File: src/rtl/match_controller.sv
// Match sequencer: serve, play, point and game-over control for the ball.
// Optional PAUSE_EN macro adds pauseBtn and a frozen PAUSED state.
module match_controller #(
  parameter int sWidth      = 800,
  parameter int missMargin  = 2,
  parameter int serveFrames = 60,
  parameter int winScore    = 7
) (
  input  logic        PixelClock,
  input  logic        Reset,
  input  logic        frameTick,
  input  logic        startBtn,
`ifdef PAUSE_EN
  input  logic        pauseBtn,
`endif
  input  logic [10:0] ballLeft,
  input  logic [10:0] ballRight,
  output logic        ballReset,
  output logic        ballRun,
  output logic [3:0]  scoreLeft,
  output logic [3:0]  scoreRight,
  output logic        pointPulse,
  output logic [1:0]  winner,
  output logic [2:0]  matchState
);

  localparam int CntW =
    (serveFrames > 1) ? $clog2(serveFrames) : 1;

  localparam logic [CntW-1:0] LastCnt =
    CntW'(serveFrames - 1);

  localparam logic [10:0] LeftEdge =
    11'(missMargin);

  localparam logic [10:0] RightEdge =
    11'(sWidth - missMargin);

  localparam logic [3:0] WinVal =
    4'(winScore);

  typedef enum logic [2:0] {
    Idle     = 3'd0,
    Serve    = 3'd1,
    Play     = 3'd2,
    Point    = 3'd3,
`ifdef PAUSE_EN
    GameOver = 3'd4,
    Paused   = 3'd5
`else
    GameOver = 3'd4
`endif
  } stateT;

  stateT           state;
  logic [CntW-1:0] serveCnt;
  logic            startQ;
  logic            scorerRight;
  logic            startRise;
  logic            leftMiss;
  logic            rightMiss;
  logic [1:0]      missHot;

`ifdef PAUSE_EN
  logic pauseQ;
  logic pauseRise;

  assign pauseRise = pauseBtn & ~pauseQ;
`endif

  assign startRise = startBtn & ~startQ;
  assign leftMiss  = ballLeft <= LeftEdge;
  assign rightMiss = ballRight >= RightEdge;

  // Left-edge miss wins a simultaneous double miss.
  assign missHot = {leftMiss,
                    rightMiss & ~leftMiss};

  assign matchState = state;

  function automatic logic [3:0] satInc(
    input logic [3:0] s
  );
    return (s == 4'hF) ? s : s + 4'd1;
  endfunction

  always_ff @(posedge PixelClock) begin
    if (Reset) begin
      state       <= Idle;
      serveCnt    <= '0;
      startQ      <= 1'b0;
      scorerRight <= 1'b0;
      ballReset   <= 1'b1;
      ballRun     <= 1'b0;
      scoreLeft   <= 4'd0;
      scoreRight  <= 4'd0;
      pointPulse  <= 1'b0;
      winner      <= 2'd0;
`ifdef PAUSE_EN
      pauseQ      <= 1'b0;
`endif
    end else begin
      startQ     <= startBtn;
      pointPulse <= 1'b0;
`ifdef PAUSE_EN
      pauseQ     <= pauseBtn;
`endif

      // Ball control follows the state one cycle late.
      case (state)
        Play: begin
          ballReset <= 1'b0;
          ballRun   <= 1'b1;
        end
`ifdef PAUSE_EN
        Paused: begin
          ballReset <= 1'b0;
          ballRun   <= 1'b0;
        end
`endif
        default: begin
          ballReset <= 1'b1;
          ballRun   <= 1'b0;
        end
      endcase

      case (state)
        Idle: begin
          if (startRise) begin
            state      <= Serve;
            serveCnt   <= '0;
            scoreLeft  <= 4'd0;
            scoreRight <= 4'd0;
            winner     <= 2'd0;
          end
        end

        Serve: begin
          if (frameTick) begin
            if (serveCnt == LastCnt) begin
              state    <= Play;
              serveCnt <= '0;
            end else begin
              serveCnt <= serveCnt + 1'b1;
            end
          end
        end

        Play: begin
          unique case (1'b1)
            missHot[1]: begin
              scoreRight  <= satInc(scoreRight);
              scorerRight <= 1'b1;
              pointPulse  <= 1'b1;
              state       <= Point;
            end
            missHot[0]: begin
              scoreLeft   <= satInc(scoreLeft);
              scorerRight <= 1'b0;
              pointPulse  <= 1'b1;
              state       <= Point;
            end
            default: begin
`ifdef PAUSE_EN
              if (pauseRise) begin
                state <= Paused;
              end
`endif
            end
          endcase
        end

        Point: begin
          if (scorerRight ?
              (scoreRight == WinVal) :
              (scoreLeft == WinVal)) begin
            state  <= GameOver;
            winner <= scorerRight ? 2'd2 : 2'd1;
          end else begin
            state    <= Serve;
            serveCnt <= '0;
          end
        end

        GameOver: begin
          if (startRise) begin
            state      <= Serve;
            serveCnt   <= '0;
            scoreLeft  <= 4'd0;
            scoreRight <= 4'd0;
            winner     <= 2'd0;
          end
        end

`ifdef PAUSE_EN
        Paused: begin
          if (pauseRise) begin
            state <= Play;
          end
        end
`endif

        default: begin
          state <= Idle;
        end
      endcase
    end
  end

endmodule

File: config.mk
export PLATFORM = sky130hd
export DESIGN_NAME = match_controller
export DESIGN_NICKNAME = d
export VERILOG_FILES = /design/src/rtl/match_controller.sv
export SDC_FILE = /design/constraint.sdc
export NUM_CORES = 1
export LEC_CHECK = 0
export BUFFER_PORTS_ARGS = -buffer_cell sky130_fd_sc_hd__buf_2
export CORE_MARGIN = 2
export CORE_UTILIZATION = 40
export DETAILED_ROUTE_END_ITERATION = 8
export HOLD_SLACK_MARGIN = 0.15
export PLACE_DENSITY = 0.76
export SLEW_MARGIN = 20
export SYNTH_ARGS = -nofsm -noshare
export SYNTH_HDL_FRONTEND = slang
export SYNTH_SLANG_ARGS = --single-unit
File: constraint.sdc
create_clock -name PixelClock -period 2.2 [get_ports PixelClock]
set_input_delay 0.22 -clock PixelClock [delete_from_list [all_inputs] [get_ports PixelClock]]
set_output_delay 0.22 -clock PixelClock [all_outputs]
set_load 0.05 [all_outputs]
**After elaboration in Yosys (flattened, before gate mapping)**

Index checks and enable logic that the tools add are counted.
Widths: inputs -> output; s select.

- Mux-type cells: 27
- Magnitude comparators: 2
- Add/sub/neg operators: 3
- Bitwise gates (word level): 5
- Reductions and logical operators: 14
- Equal/unequal tests: 19

Operator list:

| kind | number |
|---|---|
| $mux 6 | 4 |
| $mux 4 | 5 |
| $ne 2x2->1 const B | 9 |
| $pmux 6 s3 | 1 |
| $pmux 4 s2 | 2 |
| $reduce_and 4->1 | 4 |
| $mux 3 | 5 |
| $pmux 3 s4 | 1 |
| $ge 11x10->1 const B | 1 |
| $le 11x2->1 const B | 1 |
| $add 4x1->4 const B | 2 |
| $eq 4x3->1 const B | 2 |
| $eq 4x4->1 const B | 2 |
| $add 6x1->6 const B | 1 |
| $eq 3x2->1 const B | 2 |
| $eq 6x6->1 const B | 1 |
| $mux 2 | 3 |
| $reduce_bool 2->1 | 3 |
| $reduce_or 2->1 | 3 |
| $mux 1 | 4 |
| $pmux 2 s2 | 1 |
| $eq 3x1->1 const B | 1 |
| $eq 3x3->1 const B | 1 |
| $logic_not 3->1 | 1 |
| other kinds (7) | 10 |

- Bits in registers: 24
- Input bits: 26
- Output and inout port bits: 16

**Depth between registers and ports, before layout**

- Word-level depth: 6
- Gate-level depth with buffers: 7

**Least setup slack after synthesis**

No wires, ideal clock.

- Path type: flip-flop to flip-flop
- Start: register state[0] (netlist: matchState[0])
- End: register serveCnt[5]
- Arrival time: 2.211 ns
- Period minus slack after synthesis: 2.297 ns
- Cell stages (with the launch flop): 7
- Data required time: 2.114 ns
- Setup slack: -0.097 ns
- Path through: dfxtp_1 -> clkbuf_1 -> inv_1 -> o31a_1 -> buf_6 -> or4b_4 -> a221oi_2

- Cells in the longest elaborated chain, start to end: 4
- Elaborated cells on any way between the ends: 11
- Classes of those cells: eq/ne: 6; mux: 1; reduce/logical: 4

RTL lines:

| element | RTL line | source |
|---|---|---|
| start, declared | 55 | `stateT state;` |
| start signal, assigned | 89 | `state <= Idle;` |
| start signal, assigned | 130 | `state <= Serve;` |
| start signal, assigned | 141 | `state <= Play;` |
| $eq 3x3->1 or $logic_not 3->1 (tied branches) | 127 | `case (state)` |
| $reduce_or 2->1 (no line) | n/a |  |
| $ne 2x1->1 (no line) or $reduce_bool 3->1 (tied branches) | n/a |  |
| $reduce_and 4->1 (no line) | n/a |  |
| end signal, assigned | 144 | `serveCnt <= serveCnt + 1'b1;` |
| end, declared | 56 | `logic [CntW-1:0] serveCnt;` |

Parallel ways exist; a longest one is shown, timed or not.
A chain may end at the register's enable or synchronous reset.

**Worst setup path in the final report**

- Start: input startBtn
- End: register serveCnt[5]

- Cells in the longest elaborated chain, start to end: 3

RTL lines:

| element | RTL line | source |
|---|---|---|
| start, declared | 12 | `input logic startBtn,` |
| $and 1x1->1 | 71 | `assign startRise = startBtn & ~startQ;` |
| $ne 2x1->1 (no line) | n/a |  |
| $reduce_and 4->1 (no line) | n/a |  |

No other way between the ends.

==> summary.txt <==
Status
  – Status: complete, no violations

Cells and area
  – Fillers: 322
  – N_diodes: 0
  – Final Cell Area: ~1600 µm²
  – Layout cells sized above 1: approximately 27%
  – Final core utilization: about 51%
  – Area Overhead vs Synth: 22.5%
  – Post-layout nets: 230

Critical path
  – FF-to-FF End: serveCnt[5]
  – R2R depth: 4
  – Critical path startpoint category: input pin
  – CP Capture Type: flip-flop
  – Critical path type: input pin to flip-flop
  – Crit path max-delay family: simple AND/OR/NAND/NOR gates
  – Most frequent CP cell: or4b_4
  – R2r startpoint: matchState[1]
  – Crit-path max FO: 6
  – Max stage delay on crit path: 0.53 ns
  – CP Cell Sequence: dlygate4sd3_1 -> buf_2 -> or4b_4 -> o31a_1 -> or4b_4 -> a221oi_2
  – CP max-delay cell: or4b_4
  – WP data arrival: about 2.3 ns
  – Reg-to-reg setup timing slack: about 0.24 ns
  – Required @ worst endpoint: roughly 2.4 ns
  – Buf/Inv on CP: 2

Timing
  – Max-slew violation count: 0
  – Hold slack: between 0.2 and 0.25 ns
  – Slew headroom: about two thirds
  – Setup-failing EPs final: 0
  – Hold Fails Final Rpt: 0
  – Period Utilization, post-route: between 90 and 100%
  – Peak Freq: 495 MHz
  – RSZ-0062 raised after global routing: false
  – Worst Tran Pin Value: roughly 0.52 ns
  – Final min period: a little over 2 ns
  – Setup TNS Final: 0 ns
  – Clock skew: roughly 0.011 ns

Drt
  – Vias: approximately 1,300
  – DR vias/cell: around 5.2
  – Routed WL: 2.90 mm
  – Drt pass-1 iters: 4
  – # DRC: 0
  – Wirelength per Cell: about 12 µm
  – First DRT Iteration DRCs: between 40 and 50
  – Detail Route Antenna Nets: 0

Global route
  – Vias in the first global route: between 1,000 and 1,500
  – Largest net degree at the start of global routing: 20
  – Grt total ovfl: 0
  – Initial antenna violation count: 0
  – GRT Total Usage: between 15 and 20%
  – First-pass GRT wire length: ~4.5 mm

Clock tree
  – H-tree levels: 1
  – CTS tree: built
  – Clock Latency Late Sink: ~0.32 ns
  – Cts bufs inserted: 3
  – Clock slew at reported path FFs: about 0.14 ns
  – Post_cts resized: 0
  – Clock buffer depth: 2
  – Clk root buf: clkbuf_4
  – CTS Sinks: 24

Synth
  – Ys Warns: 0
  – Post-synthesis xor/xnor area fraction: less than 1%
  – Yosys reg bits: 24
  – Seq/Total Area, Yosys: about 38%
  – Synth area leaders: dfxtp_1 (38%), a21oi_1 (6.3%), nor3_1 (4.7%), nor2_1 (4.7%), o21ai_0 (3.9%)
  – Syn Std Cell Area: about 1300 µm²
  – Syn_area_per_cell: between 8 and 9 µm²
  – Adder-cell share of the synthesized area: under 10%
  – Syn_nets: ~190
  – Share of the synthesized area in the top cell type: 37.6%
  – Synth area leader: dfxtp_1
  – Post-synthesis cell count: 158
  – Simple-gate share of the synthesized area: about 31%
  – Largest family of logic cells by synthesized area: simple AND/OR/NAND/NOR gates
  – Compound-Gate Fraction of Synth Area: between 15 and 20%
  – Post-synth cell types: 41
  – Mux contribution to synthesized area: about 3.3%

Min path
  – Hold Crit Class: input pin to flip-flop
  – Hold path endpoint: pointPulse
  – HP Start: ballLeft[10]
  – Hold Path Depth: 4

Floorplan
  – Cell row count: 20
  – IO Count: between 40 and 50
  – Die area: about 3700 µm²
  – Die width: between 60 and 70 µm
  – DIE HEIGHT: ~61 µm
  – Starting Density: between 40% and 50%
  – Core area: between 3000 and 4000 µm²

Place
  – GPL Wtd Cong: between 0.8 and 0.9
  – HPWL Detailed: 2.20 mm
  – Port Buffers: 40
  – Area after DPL: approximately 1500 µm²

Power
  – Peak supply drop: between 400 and 500 µV
  – Tot Pwr: roughly 0.76 mW
  – PwrDens: slightly below 500 nW/µm²
  – Cell leakage power: 0.635 nW

Flow run
  – Max-Cap Viols: 0
-- cells in the mapped netlist, drive strengths merged --
library cell / instances
dfxtp: 24
nor2: 16
nor4: 3
inv: 6
xor2: 1
and2: 2
nand2b: 2
nor2b: 2
ha: 3
nor3: 12
nand3b: 1
nand4: 3
clkbuf: 4
mux2i: 2
a31oi: 2
mux2: 2
o31a: 1
a21oi: 16
a221oi: 1
a211oi: 2
nand3: 8
nor4b: 1
o21bai: 1
a21boi: 1
nand4b: 1
nor3b: 3
or3: 1
or3b: 3
buf: 3
a311oi: 1
and3b: 1
o31ai: 2
a21o: 1
or4b: 2
nand2: 9
o21ai: 14
and3: 1
-- tightest hold or removal path, cell delays in order --
cell and delay [ns]:
buf_2 0.07, a211oi_1 0.06, nand3_1 0.07, a21oi_1 0.07
-- stage by stage --
step           instances  worst slack, ns
6_report             244            0.180
4_1_cts              244            0.181
2_1_floorplan        158           0.0659
3_3_place_gp         239            0.289
5_1_grt              244            0.117
3_5_place_dp         239            0.269
-- final cells by class --
| class | count | area, µm² | share of cell area, % |
|---|---|---|---|
| Sequential cell | 24 | 483 | 30.9 |
| Timing Repair Buffer | 45 | 240 | 15.3 |
| Tap cell | 44 | 55.1 | 3.52 |
| Clock buffer | 4 | 36.3 | 2.32 |
| Multi-Input combinational cell | 121 | 728 | 46.5 |
| Inverter | 6 | 22.5 | 1.44 |
-- state kept, by name (all words and copies together), names as in the netlist --
name,flops
scorerRight,1
ballReset,1
winner,2
startQ,1
ballRun,1
matchState,3
serveCnt,6
scoreRight,4
scoreLeft,4
pointPulse,1
-- metal layers --
layer | GRT usage [%] | up-vias | wire length, µm
met5 | 0 | - | 0
met4 | 3.73 | 0 | 16
met3 | 3.84 | 2 | 172
met2 | 28.4 | 36 | 1350
met1 | 19.7 | 560 | 1360
li1 | - | 663 | -
-- where the power goes --
group          total (mW)  internal, mW  leakage, nW  switching (mW)
registers           0.441         0.438        0.195         0.00266
logic              0.0852        0.0368        0.420          0.0484
clock network       0.233         0.101       0.0210           0.132
-- placed cells by master, fill, tap and decap left out, drive strengths merged, types with 3 or more instances in the layout --
| cell type | n |
|---|---|
| a21oi | 16 |
| buf | 44 |
| clkbuf | 4 |
| dfxtp | 24 |
| ha | 3 |
| inv | 6 |
| nand2 | 9 |
| nand3 | 8 |
| nand4 | 3 |
| nor2 | 16 |
| nor3 | 12 |
| nor3b | 3 |
| nor4 | 3 |
| o21ai | 14 |
| or3b | 3 |
-- cell families (layout without fill, tap and decap cells) --
| family | Yosys count | count (layout) |
|---|---|---|
| AOI/OAI and AO/OA | 42 | 42 |
| and+or+nand+nor | 71 | 71 |
| xor gates and xnor gates | 1 | 1 |
| adders and majority gates | 3 | 3 |
| muxes | 4 | 4 |
| DFF | 24 | 24 |
| buffers and inverters | 13 | 55 |
-- worst max-delay path by stage --
stage	from	endpoint	slack, ns	cells after the start
after floorplan	matchState[0]	serveCnt[5]	0.07	6
after global placement	matchState[1]	serveCnt[5]	0.29	4
after detailed placement	matchState[1]	serveCnt[5]	0.27	4
after CTS	startBtn	serveCnt[5]	0.18	6
after global routing	startBtn	serveCnt[5]	0.12	6
final	startBtn	serveCnt[5]	0.18	6
-- timing repair --
item,in CTS,in global routing
buffers inserted,0,0
hold buffers,1,0
endpoints found under the hold margin,1,0
No activity file was read; power rests on OpenSTA's default activity.
